## src/rtl/robot_pkg.sv

```systemverilog
// Shared definitions for the robot movement path: command codes, button bit
// positions and the scheduler FSM state type.
package robot_pkg;

  localparam logic [2:0] CMD_NOP   = 3'd0;
  localparam logic [2:0] CMD_UP    = 3'd1;
  localparam logic [2:0] CMD_DOWN  = 3'd2;
  localparam logic [2:0] CMD_LEFT  = 3'd3;
  localparam logic [2:0] CMD_RIGHT = 3'd4;
  localparam logic [2:0] CMD_CLEAN = 3'd5;

  localparam int unsigned BTN_UP    = 0;
  localparam int unsigned BTN_DOWN  = 1;
  localparam int unsigned BTN_LEFT  = 2;
  localparam int unsigned BTN_RIGHT = 3;
  localparam int unsigned BTN_AB    = 4;

  typedef enum logic {
    ST_IDLE,
    ST_ISSUE
  } sched_state_e;

  // Highest-priority pressed button mapped to its command code.
  function automatic logic [2:0] btn_to_cmd(input logic [4:0] b);
    logic [2:0] c;
    c = CMD_NOP;
    if (b[BTN_UP])         c = CMD_UP;
    else if (b[BTN_DOWN])  c = CMD_DOWN;
    else if (b[BTN_LEFT])  c = CMD_LEFT;
    else if (b[BTN_RIGHT]) c = CMD_RIGHT;
    else if (b[BTN_AB])    c = CMD_CLEAN;
    return c;
  endfunction

endpackage

```

## src/rtl/frame_tick_gen.sv

```systemverilog
// Two-flop vsync synchroniser with falling-edge detector; one-cycle strobe
// per frame.
module frame_tick_gen (
  input  logic clk,
  input  logic reset,
  input  logic vs,
  output logic tick
);

  logic vs_q1;
  logic vs_q2;

  always_ff @(posedge clk) begin
    if (reset) begin
      vs_q1 <= 1'b1;
      vs_q2 <= 1'b1;
    end else begin
      vs_q1 <= vs;
      vs_q2 <= vs_q1;
    end
  end

  assign tick = vs_q2 & ~vs_q1;

endmodule

```

## src/rtl/move_scheduler.sv

```systemverilog
// Frame-paced command scheduler: picks manual (gamepad) or autonomous steps
// and offers them to world over a valid/ready handshake.
module move_scheduler
  import robot_pkg::*;
#(
  parameter int unsigned AUTO_DIV      = 4,
  parameter int unsigned REPEAT_FRAMES = 8
) (
  input  logic        clock_50,
  input  logic        reset,
  input  logic        mode,
  input  logic        vga_vs,
  input  logic [10:0] buttons,
  input  logic        auto_req,
  input  logic [2:0]  auto_cmd,
  output logic        auto_ack,
  output logic        cmd_valid,
  output logic [2:0]  cmd,
  input  logic        cmd_ready,
  output logic        cmd_src,
  output logic        frame_tick
);

  localparam logic [7:0] DIV_LAST = 8'(AUTO_DIV - 1);
  localparam logic [7:0] REP_LAST = 8'(REPEAT_FRAMES - 1);

  sched_state_e state_q, state_d;
  logic [7:0]   div_q, div_d;
  logic [7:0]   rep_q, rep_d;
  logic [4:0]   prev_q, prev_d;
  logic [4:0]   arm_q, arm_d;
  logic         mode_q;
  logic         valid_d, ack_d, src_d;
  logic [2:0]   cmd_d;

  logic [4:0]   btn, sel, fresh;
  logic [2:0]   sel_cmd;
  logic         mode_chg;
  logic         unused_btn;

  frame_tick_gen u_tick (
    .clk   (clock_50),
    .reset (reset),
    .vs    (vga_vs),
    .tick  (frame_tick)
  );

  assign btn        = buttons[4:0];
  assign sel        = btn & (~btn + 5'd1);
  assign fresh      = btn & ~prev_q;
  assign sel_cmd    = btn_to_cmd(btn);
  assign mode_chg   = (mode != mode_q);
  assign unused_btn = ^buttons[10:5];

  always_comb begin
    state_d = state_q;
    div_d   = div_q;
    rep_d   = rep_q;
    prev_d  = prev_q;
    arm_d   = arm_q;
    valid_d = cmd_valid;
    cmd_d   = cmd;
    src_d   = cmd_src;
    ack_d   = 1'b0;

    if (mode_chg) begin
      div_d  = '0;
      rep_d  = '0;
      prev_d = btn;
      arm_d  = '0;
    end

    unique case (state_q)
      ST_ISSUE: begin
        if (cmd_ready) begin
          valid_d = 1'b0;
          state_d = ST_IDLE;
        end
      end
      default: begin
        if (frame_tick && !mode_chg) begin
          if (!mode) begin
            prev_d = btn;
            if (btn == '0) begin
              rep_d = '0;
              arm_d = '0;
            end else if ((sel & fresh) != '0) begin
              valid_d = 1'b1;
              cmd_d   = sel_cmd;
              src_d   = 1'b0;
              state_d = ST_ISSUE;
              rep_d   = '0;
              arm_d   = sel[BTN_AB] ? '0 : sel;
            // Repeat only the direction that was itself issued on a fresh
            // press, so a button held across a mode switch stays silent.
            end else if (sel == arm_q) begin
              if (rep_q == REP_LAST) begin
                valid_d = 1'b1;
                cmd_d   = sel_cmd;
                src_d   = 1'b0;
                state_d = ST_ISSUE;
                rep_d   = '0;
              end else begin
                rep_d = rep_q + 8'd1;
              end
            end else begin
              rep_d = '0;
              arm_d = '0;
            end
          end else begin
            if (div_q == DIV_LAST) begin
              div_d = '0;
              if (auto_req) begin
                ack_d = 1'b1;
                if (auto_cmd >= CMD_UP && auto_cmd <= CMD_CLEAN) begin
                  valid_d = 1'b1;
                  cmd_d   = auto_cmd;
                  src_d   = 1'b1;
                  state_d = ST_ISSUE;
                end
              end
            end else begin
              div_d = div_q + 8'd1;
            end
          end
        end
      end
    endcase
  end

  always_ff @(posedge clock_50) begin
    if (reset) begin
      state_q   <= ST_IDLE;
      div_q     <= '0;
      rep_q     <= '0;
      prev_q    <= '0;
      arm_q     <= '0;
      mode_q    <= mode;
      cmd_valid <= 1'b0;
      cmd       <= CMD_NOP;
      cmd_src   <= 1'b0;
      auto_ack  <= 1'b0;
    end else begin
      state_q   <= state_d;
      div_q     <= div_d;
      rep_q     <= rep_d;
      prev_q    <= prev_d;
      arm_q     <= arm_d;
      mode_q    <= mode;
      cmd_valid <= valid_d;
      cmd       <= cmd_d;
      cmd_src   <= src_d;
      auto_ack  <= ack_d;
    end
  end

endmodule

```

## config.mk

```make
export PLATFORM = sky130hd
export DESIGN_NAME = move_scheduler
export DESIGN_NICKNAME = d
export VERILOG_FILES = /design/src/rtl/robot_pkg.sv /design/src/rtl/frame_tick_gen.sv /design/src/rtl/move_scheduler.sv
export SDC_FILE = /design/constraint.sdc
export NUM_CORES = 1
export LEC_CHECK = 0
export CAP_MARGIN = 20
export CELL_PAD_IN_SITES_DETAIL_PLACEMENT = 1
export CELL_PAD_IN_SITES_GLOBAL_PLACEMENT = 1
export CORE_MARGIN = 3
export CORE_UTILIZATION = 40
export CTS_CLUSTER_DIAMETER = 200
export CTS_CLUSTER_SIZE = 25
export DETAILED_ROUTE_END_ITERATION = 8
export GPL_ROUTABILITY_DRIVEN = 0
export PLACE_DENSITY = 0.86
export SYNTH_ARGS = -nofsm -noshare
export SYNTH_HDL_FRONTEND = slang
export SYNTH_SLANG_ARGS = --single-unit
```

## constraint.sdc

```tcl
create_clock -name clock_50 -period 2.5 [get_ports clock_50]
set_input_delay 0.5 -clock clock_50 [delete_from_list [all_inputs] [get_ports clock_50]]
set_output_delay 0.5 -clock clock_50 [all_outputs]
set_load 0.02 [all_outputs]
```

### Word-level counts from Yosys, hierarchy flattened

Cells that the tools add are included.

| cells by class | value |
|---|---|
| add/sub/neg operators | 3 |
| order comparisons | 2 |
| equal/unequal tests | 13 |
| multiplexer cells | 66 |
| bitwise logic cells | 11 |
| reductions and logical operators | 13 |

Operators with widths:

| cell | number |
|---|---|
| two-way mux 8 bit | 13 |
| two-way mux 5 bit | 11 |
| two-way mux 3 bit | 13 |
| two-way mux 1 bit | 28 |
| adder 8 x 1 -> 8 bit (second input constant) | 2 |
| AND reduction 8 bit | 2 |
| bitwise AND 5 bit | 3 |
| inverter 5 bit | 2 |
| != test 3 x 1 -> 1 bit (second input constant) | 3 |
| == test 8 x 2 -> 1 bit (second input constant) | 1 |
| == test 8 x 3 -> 1 bit (second input constant) | 1 |
| nonzero test 4 bit | 2 |
| != test 2 x 1 -> 1 bit (second input constant) | 3 |
| nonzero test 3 bit | 2 |
| adder 5 x 1 -> 5 bit (second input constant) | 1 |
| == test 5 bit | 1 |
| zero test 5 bit | 1 |
| inverter 1 bit | 5 |
| nonzero test 5 bit | 1 |
| OR reduction 5 bit | 1 |
| two-way mux 4 bit | 1 |
| != test 2 bit (second input constant) | 2 |
| >= comparator 3 x 1 -> 1 bit (second input constant) | 1 |
| <= comparator 3 bit (second input constant) | 1 |
| 6 further kinds | 7 |

| word-level totals | value |
|---|---|
| bits in registers | 36 |
| input port bits | 20 |
| output and inout bits | 7 |
| logic and storage cells | 120 |

### Longest topological paths before layout

Gate-level depths: netlist (run 1).

| depth | value |
|---|---|
| depth after elaboration | 10 |
| depth in mapped cells | 7 |
| mapped depth without buffers | 7 |

### Modules after synthesis

Synthesis (run 1) repeated with hierarchy kept, for this count alone.

| unflattened totals | value |
|---|---|
| cells, all modules | 224 |
| area total of the unflattened synthesis | 1858.0 µm² |

Modules (own cells, without submodules):

| module | times used | cells each | area each (µm²) | seq. area each (µm²) |
|---|---|---|---|---|
| move_scheduler | 1 | 219 | 1796.7 | 680.7 |
| frame_tick_gen | 1 | 5 | 61.3 | 40.0 |

### Worst setup path before layout (run 1)

OpenSTA, ideal clock, no wires.

| timing | value |
|---|---|
| kind | in2reg |
| start | in buttons[1] |
| end | reg rep_q[0] |
| data arrival time | 2.184 ns |
| required time | 2.430 ns |
| path slack | 0.245 ns |
| stages on the path | 7 |
| path buffers | 1 |
| cells stage by stage | buf_6 -> or4_4 -> o22ai_2 -> o32ai_2 -> or3_4 -> or3_1 -> a21oi_1 |

| on the way | value |
|---|---|
| longest elaborated chain between the ends | 10 |
| elaborated cells between the ends (all ways) | 14 |

RTL lines:

| item | RTL line | RTL |
|---|---|---|
| from (decl) | move_scheduler.sv:13 | `input logic [10:0] buttons,` |
| inverter 5 bit | move_scheduler.sv:49 | `assign sel = btn & (~btn + 5'd1);` |
| adder 5 x 1 -> 5 bit | move_scheduler.sv:49 |  |
| bitwise AND 5 bit | move_scheduler.sv:49 |  |
| == test 5 bit or bitwise AND 5 bit (tied branches) | move_scheduler.sv:96, move_scheduler.sv:87 |  |
| two-way mux 8 bit or nonzero test 5 bit (tied branches) | move_scheduler.sv:96, move_scheduler.sv:87 |  |
| two-way mux 8 bit | move_scheduler.sv:87 | `end else if ((sel & fresh) != '0) begin` |
| two-way mux 8 bit * | move_scheduler.sv:84 | `if (btn == '0) begin` |
| two-way mux 8 bit * | move_scheduler.sv:82 | `if (!mode) begin` |
| two-way mux 8 bit * | move_scheduler.sv:81 | `if (frame_tick && !mode_chg) begin` |
| two-way mux 8 bit * | move_scheduler.sv:73 | `unique case (state_q)` |
| to (signal assigned) | move_scheduler.sv:146 | `rep_q <= rep_d;` |
| to (decl) | move_scheduler.sv:29 | `logic [7:0] rep_q, rep_d;` |

Mark *: on every way between the ends. The rest lies on a longest branch, timed or not.
A chain may end at the register's enable or synchronous reset.

### Worst setup path after layout (run 1)

| timing | value |
|---|---|
| start | in buttons[2] |
| end | reg cmd[2] |

| on the way | value |
|---|---|
| longest elaborated chain between the ends | 8 |
| elaborated cells between the ends (all ways) | 20 |

RTL lines:

| item | RTL line | RTL |
|---|---|---|
| inverter 5 bit or two-way mux 3 bit (tied branches) | move_scheduler.sv:49, robot_pkg.sv:29 |  |
| adder 5 x 1 -> 5 bit or two-way mux 3 bit (tied branches) | move_scheduler.sv:49, robot_pkg.sv:28 |  |
| bitwise AND 5 bit or two-way mux 3 bit (tied branches) | move_scheduler.sv:49, robot_pkg.sv:27 |  |
| bitwise AND 5 bit or two-way mux 3 bit (tied branches) | move_scheduler.sv:87, move_scheduler.sv:97 |  |
| nonzero test 5 bit or two-way mux 3 bit (tied branches) | move_scheduler.sv:87, move_scheduler.sv:96 |  |
| two-way mux 3 bit | move_scheduler.sv:87 |  |
| two-way mux 3 bit | move_scheduler.sv:84 |  |
| two-way mux 3 bit | move_scheduler.sv:82 |  |
| to (signal assigned) | move_scheduler.sv:151 | `cmd <= cmd_d;` |
| to (decl) | move_scheduler.sv:18 | `output logic [2:0] cmd,` |

Several ways; a longest one is shown, not always the timed one. The select of a mux whose other input is x is not followed.

==> results.yml, run 1 <==
setup_path:
  cp.required_ps: 2680
  crit_family: "compound AO/OA/AOI/OAI gates"
  worstPathArrival_ps: 2520
  startpoint_type: "input port"
  path_max_fanout: 6
  cp-end-kind: "register"
  crit_path_cell_trace: "clkdlybuf4s50_1, buf_4, xor2_1, o22ai_2, o32a_2, a311o_2, a311oi_1"
  slowest_stage: "clkdlybuf4s50_1"
  max_stage_delay_ps: 560
  critPathKind: "input port to register"
  critPathBufInv: 2
timing:
  clock.fmax_mhz: 428
  finalSetupViolCount: 0
  relSlewSlack: 0.684
  rsz0062_at_grt: "no"
  fin_skew_ps: 7.77
  period_minus_slack_ps: 2340
  period_share: 0.934
  setup_ws_ps: 165
  drv_slew: 0
  tightest_slew_ps: 470
  hold_viol_final: 0
synth:
  mappedNetlistArea_um2: 1920
  yosysWarnings: 0
  synth_top_area_frac: 0.375
  ys.flop_type: "dfxtp_1"
  seq_area_frac_synth: 0.375
  synth.distinct_cells: 54
  synth-edff-count: 0
  syn-mean-instance-area_um2: 8.20
  yosysTopAreaCell: "dfxtp_1"
  synthTopCellsByArea: "dfxtp_1 38%, a21oi_1 6.8%, nor2_1 5.5%"
  synth_seq_cells: 36
  synth_cells: 234
  synth-async-reset-ratio: 0
  synth_fp_nets: 256
power:
  switching_share: 0.270
  peakVddDrop_v: 0.000236
  clkPwrFrac: 0.339
  seq_power_share: 0.506
  cellLeakagePower_nw: 0.894
  combinationalPowerShare: 0.155
  power_density_nw_per_um2: 492
  p_total_mw: 1.17
  switching_power_mw: 0.317
  intPower_mw: 0.857
job:
  drv_cap: 0
floorplan:
  fp.coreArea_um2: 4500
  initial_core_util: 0.426
  rows: 24
  num_io_pins: 27
  die_x_um: 75.3
  fp.dieArea_um2: 5670
  die_h_um: 75.3
clocking:
  cts_sinks: 36
  cts_buffer_depth: 2
  clk_latency_ps: 290
  clk_pin_slew_ps: 70
  cts_setup_buffers: 0
  cts_buffers: 5
  clockRootBuffer: "clkbuf_8"
  cts_tree: "done"
  htree_levels: 2
detailed_routing:
  ant_nets: 0
  drt-total-wl_um: 5510
  drc_errors: 0
  dr.pass1.iters: 4
  drt_iter0_markers: 74
  avgRoutedWirePerCell_um: 17.0
  via_per_inst: 6.01
  vias: 1952
grt:
  grt_pass1_vias: 1994
  grt_first_pass_wirelength_um: 9150
  grt_overflow: 0
  antenna_found_initial: 0
  grtUsageTotal: 0.212
  grt_max_degree: 26
cells_and_area:
  layout_commonest_cell: "dfxtp_1"
  final_cell_mix: "36 x dfxtp_1, 28 x nor2_1, 26 x a21oi_1, 20 x nand2_1, 20 x buf_4"
  diodes: 0
  area_delta_synth_final_pct: 24.4
  drive_gt1_frac: 0.158
  nets: 295
placed_design:
  hpwl_um: 4170
  dp_slack_ps: -324
  io_buffers: 20
status:
  status: "finished, final reports clean"
min_path:
  hold_class: "register to register"
[final timing paths]
kind                            cells after the start  slack (ps)       start     end
worst max-delay path                                7         160  buttons[2]  cmd[2]
worst min-delay path                                2         480      cmd[0]  cmd[0]
worst max register to register                      8         240    div_q[1]  cmd[2]
worst min register to register                      2         480      cmd[0]  cmd[0]
[through the flow]
step,area [um2],hold WS [ps],TNS [ps],instances,util
floorplan,1920,445,0,234,-
global placement,2300,448,-2310,318,0.510
detailed placement,2300,477,-3970,318,0.510
CTS,2370,487,0,325,0.527
global route,2390,513,0,325,0.530
finish,2390,484,0,325,0.530
[cells by family (layout without fill, tap and decap cells)]
family                   after synthesis  after routing  share of synthesized area
AO/OA/AOI/OAI                         66             66                      0.227
XOR/XNOR                               3              3                     0.0137
adder cells (fa/ha/maj)                2              2                     0.0130
buffers and inverters                 12             51                     0.0280
flip-flops                            36             36                      0.375
multiplexers                           6              6                     0.0319
AND/OR/NAND/NOR                      109            109                      0.310
[synth_stat cells (2+ instances only)]
library cell	instances
a211oi_1	2
a21o_1	2
a21oi_1	26
a22oi_1	2
a311oi_1	4
a31oi_1	5
and2_1	2
and3_1	6
clkbuf_1	5
dfxtp_1	36
ha_1	2
inv_1	4
mux2i_1	5
nand2_1	20
nand2b_1	5
nand3_1	7
nor2_1	28
nor2b_1	4
nor3_1	8
nor3_2	2
nor3b_1	6
nor4_1	3
nor4b_1	3
o211ai_1	2
o21ai_0	9
o31ai_1	2
or2_2	4
or3_1	3
xnor2_1	2
[worst min-delay path, stage by stage (launching register included)]
cell	delay, ps
dfxtp_1	310
nand2_1	50
mux2i_1	60
[power groups by stage]
stage	Sequential, mW	Clock (mW)	Combinational [mW]
after floorplan	0.608	0	0.0913
after global placement	0.607	0	0.172
after detailed placement	0.607	0	0.179
after CTS	0.594	0.406	0.179
after global routing	0.595	0.434	0.198
final	0.594	0.398	0.182
[per-layer routing]
metal | GRT usage | vias to the layer above | wire [um]
met4 | 0.107 | 0 | 184
met5 | 0 | - | 0
met2 | 0.360 | 45 | 2740
met1 | 0.246 | 942 | 2370
met3 | 0.0521 | 21 | 218
li1 | - | 944 | -
[layout make-up]
cell class / instances / area [um2]
Fill cell: 559 / 2120
Multi-Input combinational cell: 186 / 1160
Sequential cell: 36 / 721
Timing Repair Buffer: 40 / 352
Clock buffer: 6 / 72.6
Tap cell: 52 / 65.1
Inverter: 4 / 15.0
Clock inverter: 1 / 5.00
[registers in the layout (all words and copies together), names as in the netlist]
| signal | count |
|---|---|
| u_tick.vs_q2 | 1 |
| rep_q | 8 |
| cmd | 3 |
| u_tick.vs_q1 | 1 |
| arm_q | 5 |
| state_q | 1 |
| cmd_src | 1 |
| cmd_valid | 1 |
| mode_q | 1 |
| auto_ack | 1 |
| div_q | 8 |
| prev_q | 5 |
[repair_timing]
action	in CTS	in global routing
endpoints found under the setup margin	2	15
hold buffers	0	0
gates resized for setup	1	4
gates cloned	0	0
Power figures use the tool's default switching activity.
==> run 2: changes to the inputs <==
--- a/config.mk
+++ b/config.mk
@@ -14,7 +14,7 @@
 export CTS_CLUSTER_SIZE = 25
 export DETAILED_ROUTE_END_ITERATION = 8
 export GPL_ROUTABILITY_DRIVEN = 0
-export PLACE_DENSITY = 0.86
+export PLACE_DENSITY_LB_ADDON = 0.2
 export SYNTH_ARGS = -nofsm -noshare
 export SYNTH_HDL_FRONTEND = slang
 export SYNTH_SLANG_ARGS = --single-unit
==> run 2 against run 1 <==
Against the previous run:
- count of clock-buffer cells in the layout grew 1
- worst hold slack lost 19 ps
- largest power group unchanged
- flip-flop and latch count is the same
- critical path depth is the same
==> results.yml, run 2 (synthesized netlist as in run 1, its figures left out) <==
placed_design:
  hpwl_um: 3890
  dp_slack_ps: -241
  io_buffers: 20
job:
  drv_cap: 0
power:
  combinationalPowerShare: 0.153
  intPower_mw: 0.894
  switching_power_mw: 0.315
  seq_power_share: 0.492
  clkPwrFrac: 0.355
  peakVddDrop_v: 0.000285
  cellLeakagePower_nw: 0.912
  p_total_mw: 1.21
  switching_share: 0.260
  power_density_nw_per_um2: 499
grt:
  grtUsageTotal: 0.205
  grt_overflow: 0
  grt_max_degree: 26
  grt_first_pass_wirelength_um: 8990
  grt_pass1_vias: 1891
  antenna_found_initial: 0
cells_and_area:
  area_delta_synth_final_pct: 26.2
  layout_commonest_cell: "dfxtp_1"
  diodes: 0
  final_cell_mix: "36 x dfxtp_1, 28 x nor2_1, 26 x a21oi_1, 22 x buf_4, 20 x nand2_1"
  nets: 297
  largestRegisters: "div_q x8, rep_q x8"
  drive_gt1_frac: 0.163
floorplan:
  die_x_um: 75.3
  fp.coreArea_um2: 4500
  initial_core_util: 0.426
  num_io_pins: 27
  fp.dieArea_um2: 5670
  rows: 24
  die_h_um: 75.3
timing:
  finalSetupViolCount: 0
  drv_slew: 0
  hold_viol_final: 0
  period_share: 0.954
  clock.fmax_mhz: 419
  period_minus_slack_ps: 2390
  relSlewSlack: 0.733
  setup_ws_ps: 114
  tightest_slew_ps: 398
  fin_skew_ps: 3.15
  finalSetupTns_ps: 0
setup_path:
  critPathBufInv: 1
  cp-end-kind: "register"
  crit_path_cell_trace: "clkdlybuf4s50_1, nor3_2, nor3_1, o32a_2, a311o_1, nand2_1, mux2i_1"
  worstPathArrival_ps: 2610
  max_stage_delay_ps: 470
  crit_family: "compound AO/OA/AOI/OAI gates"
  critPathKind: "input port to register"
  path_max_fanout: 6
  reg2reg_slack_ps: 340
  reg2reg_to: "cmd_src"
  cp.required_ps: 2720
  startpoint_type: "input port"
  rr_startpoint: "div_q[1]"
  slowest_stage: "clkdlybuf4s50_1"
  reg2reg_depth: 8
clocking:
  cts_buffers: 5
  clockRootBuffer: "clkbuf_8"
  htree_levels: 2
  cts_sinks: 36
  cts_buffer_depth: 2
  cts_tree: "done"
  clk_latency_ps: 290
  clk_pin_slew_ps: 70
  ctsHoldBuffers: 0
min_path:
  hold_class: "register to register"
  hold-path-cell-count: 2
  hold_end: "cmd[0]"
  worstHoldStart: "cmd[0]"
status:
  status: "finished, final reports clean"
detailed_routing:
  drc_errors: 0
  ant_nets: 0
  drt_iter0_markers: 65
  vias: 1915
  drt-total-wl_um: 5240
  avgRoutedWirePerCell_um: 16.0
  via_per_inst: 5.84
  dr.pass1.iters: 4
run 2: cell count changes in the layout (fill, tap and decap cells not counted), sizes merged:
cell	previous run	this run
clkinvlp	0	1
dlymetal6s2s	1	2
dlygate4sd2	1	0
buf	20	22
clkbuf	6	7
clkinv	1	0
run 2: what timing repair did:
action,CTS,global route
endpoints found under the setup margin,0,10
gates resized for setup,0,5
hold endpoints to repair,0,0
setup buffers,0,0
run 2: worst max path at each step:
stage | from | to | slack [ps] | depth (start not counted)
after global routing | buttons[2] | cmd[0] | -9 | 7
after floorplan | buttons[1] | rep_q[0] | 250 | 7
final | buttons[2] | cmd[0] | 110 | 7
after CTS | buttons[1] | rep_q[0] | 50 | 7
after global placement | buttons[1] | rep_q[0] | -220 | 7
after detailed placement | buttons[1] | rep_q[0] | -240 | 7
run 2: routing by layer:
| metal | vias to the layer above | global-route usage | wire length, um |
|---|---|---|---|
| li1 | 950 | - | - |
| met1 | 933 | 0.257 | 2390 |
| met2 | 25 | 0.359 | 2630 |
| met3 | 7 | 0.0441 | 147 |
| met4 | 0 | 0.0485 | 68 |
| met5 | - | 0 | 0 |
run 2: power groups by stage:
stage	Sequential [mW]	Combinational, mW	Clock (mW)
CTS	0.594	0.181	0.448
global route	0.596	0.205	0.478
detailed placement	0.608	0.181	0
global placement	0.607	0.177	0
finish	0.594	0.185	0.430
floorplan	0.608	0.0913	0
run 2: stage by stage:
| step | cell area [um2] | hold WS, ps | std cells | utilization |
|---|---|---|---|---|
| floorplan | 1920 | 445 | 234 | - |
| global placement | 2310 | 451 | 320 | 0.513 |
| detailed placement | 2310 | 462 | 320 | 0.513 |
| CTS | 2400 | 473 | 328 | 0.534 |
| global route | 2420 | 494 | 328 | 0.538 |
| finish | 2420 | 465 | 328 | 0.538 |
run 2: tightest hold or removal path: stages (launching register included):
cell,delay [ps]
dfxtp_1,310
nand2_1,50
mux2i_1,60
run 2: layout make-up:
| type | count | area [um2] |
|---|---|---|
| inverter | 4 | 15.0 |
| clock buffer | 7 | 86.3 |
| fill | 559 | 2080 |
| multi-input combinational | 186 | 1160 |
| clock inverter | 1 | 7.51 |
| sequential | 36 | 721 |
| timing repair buffer | 42 | 370 |
| tap | 52 | 65.1 |
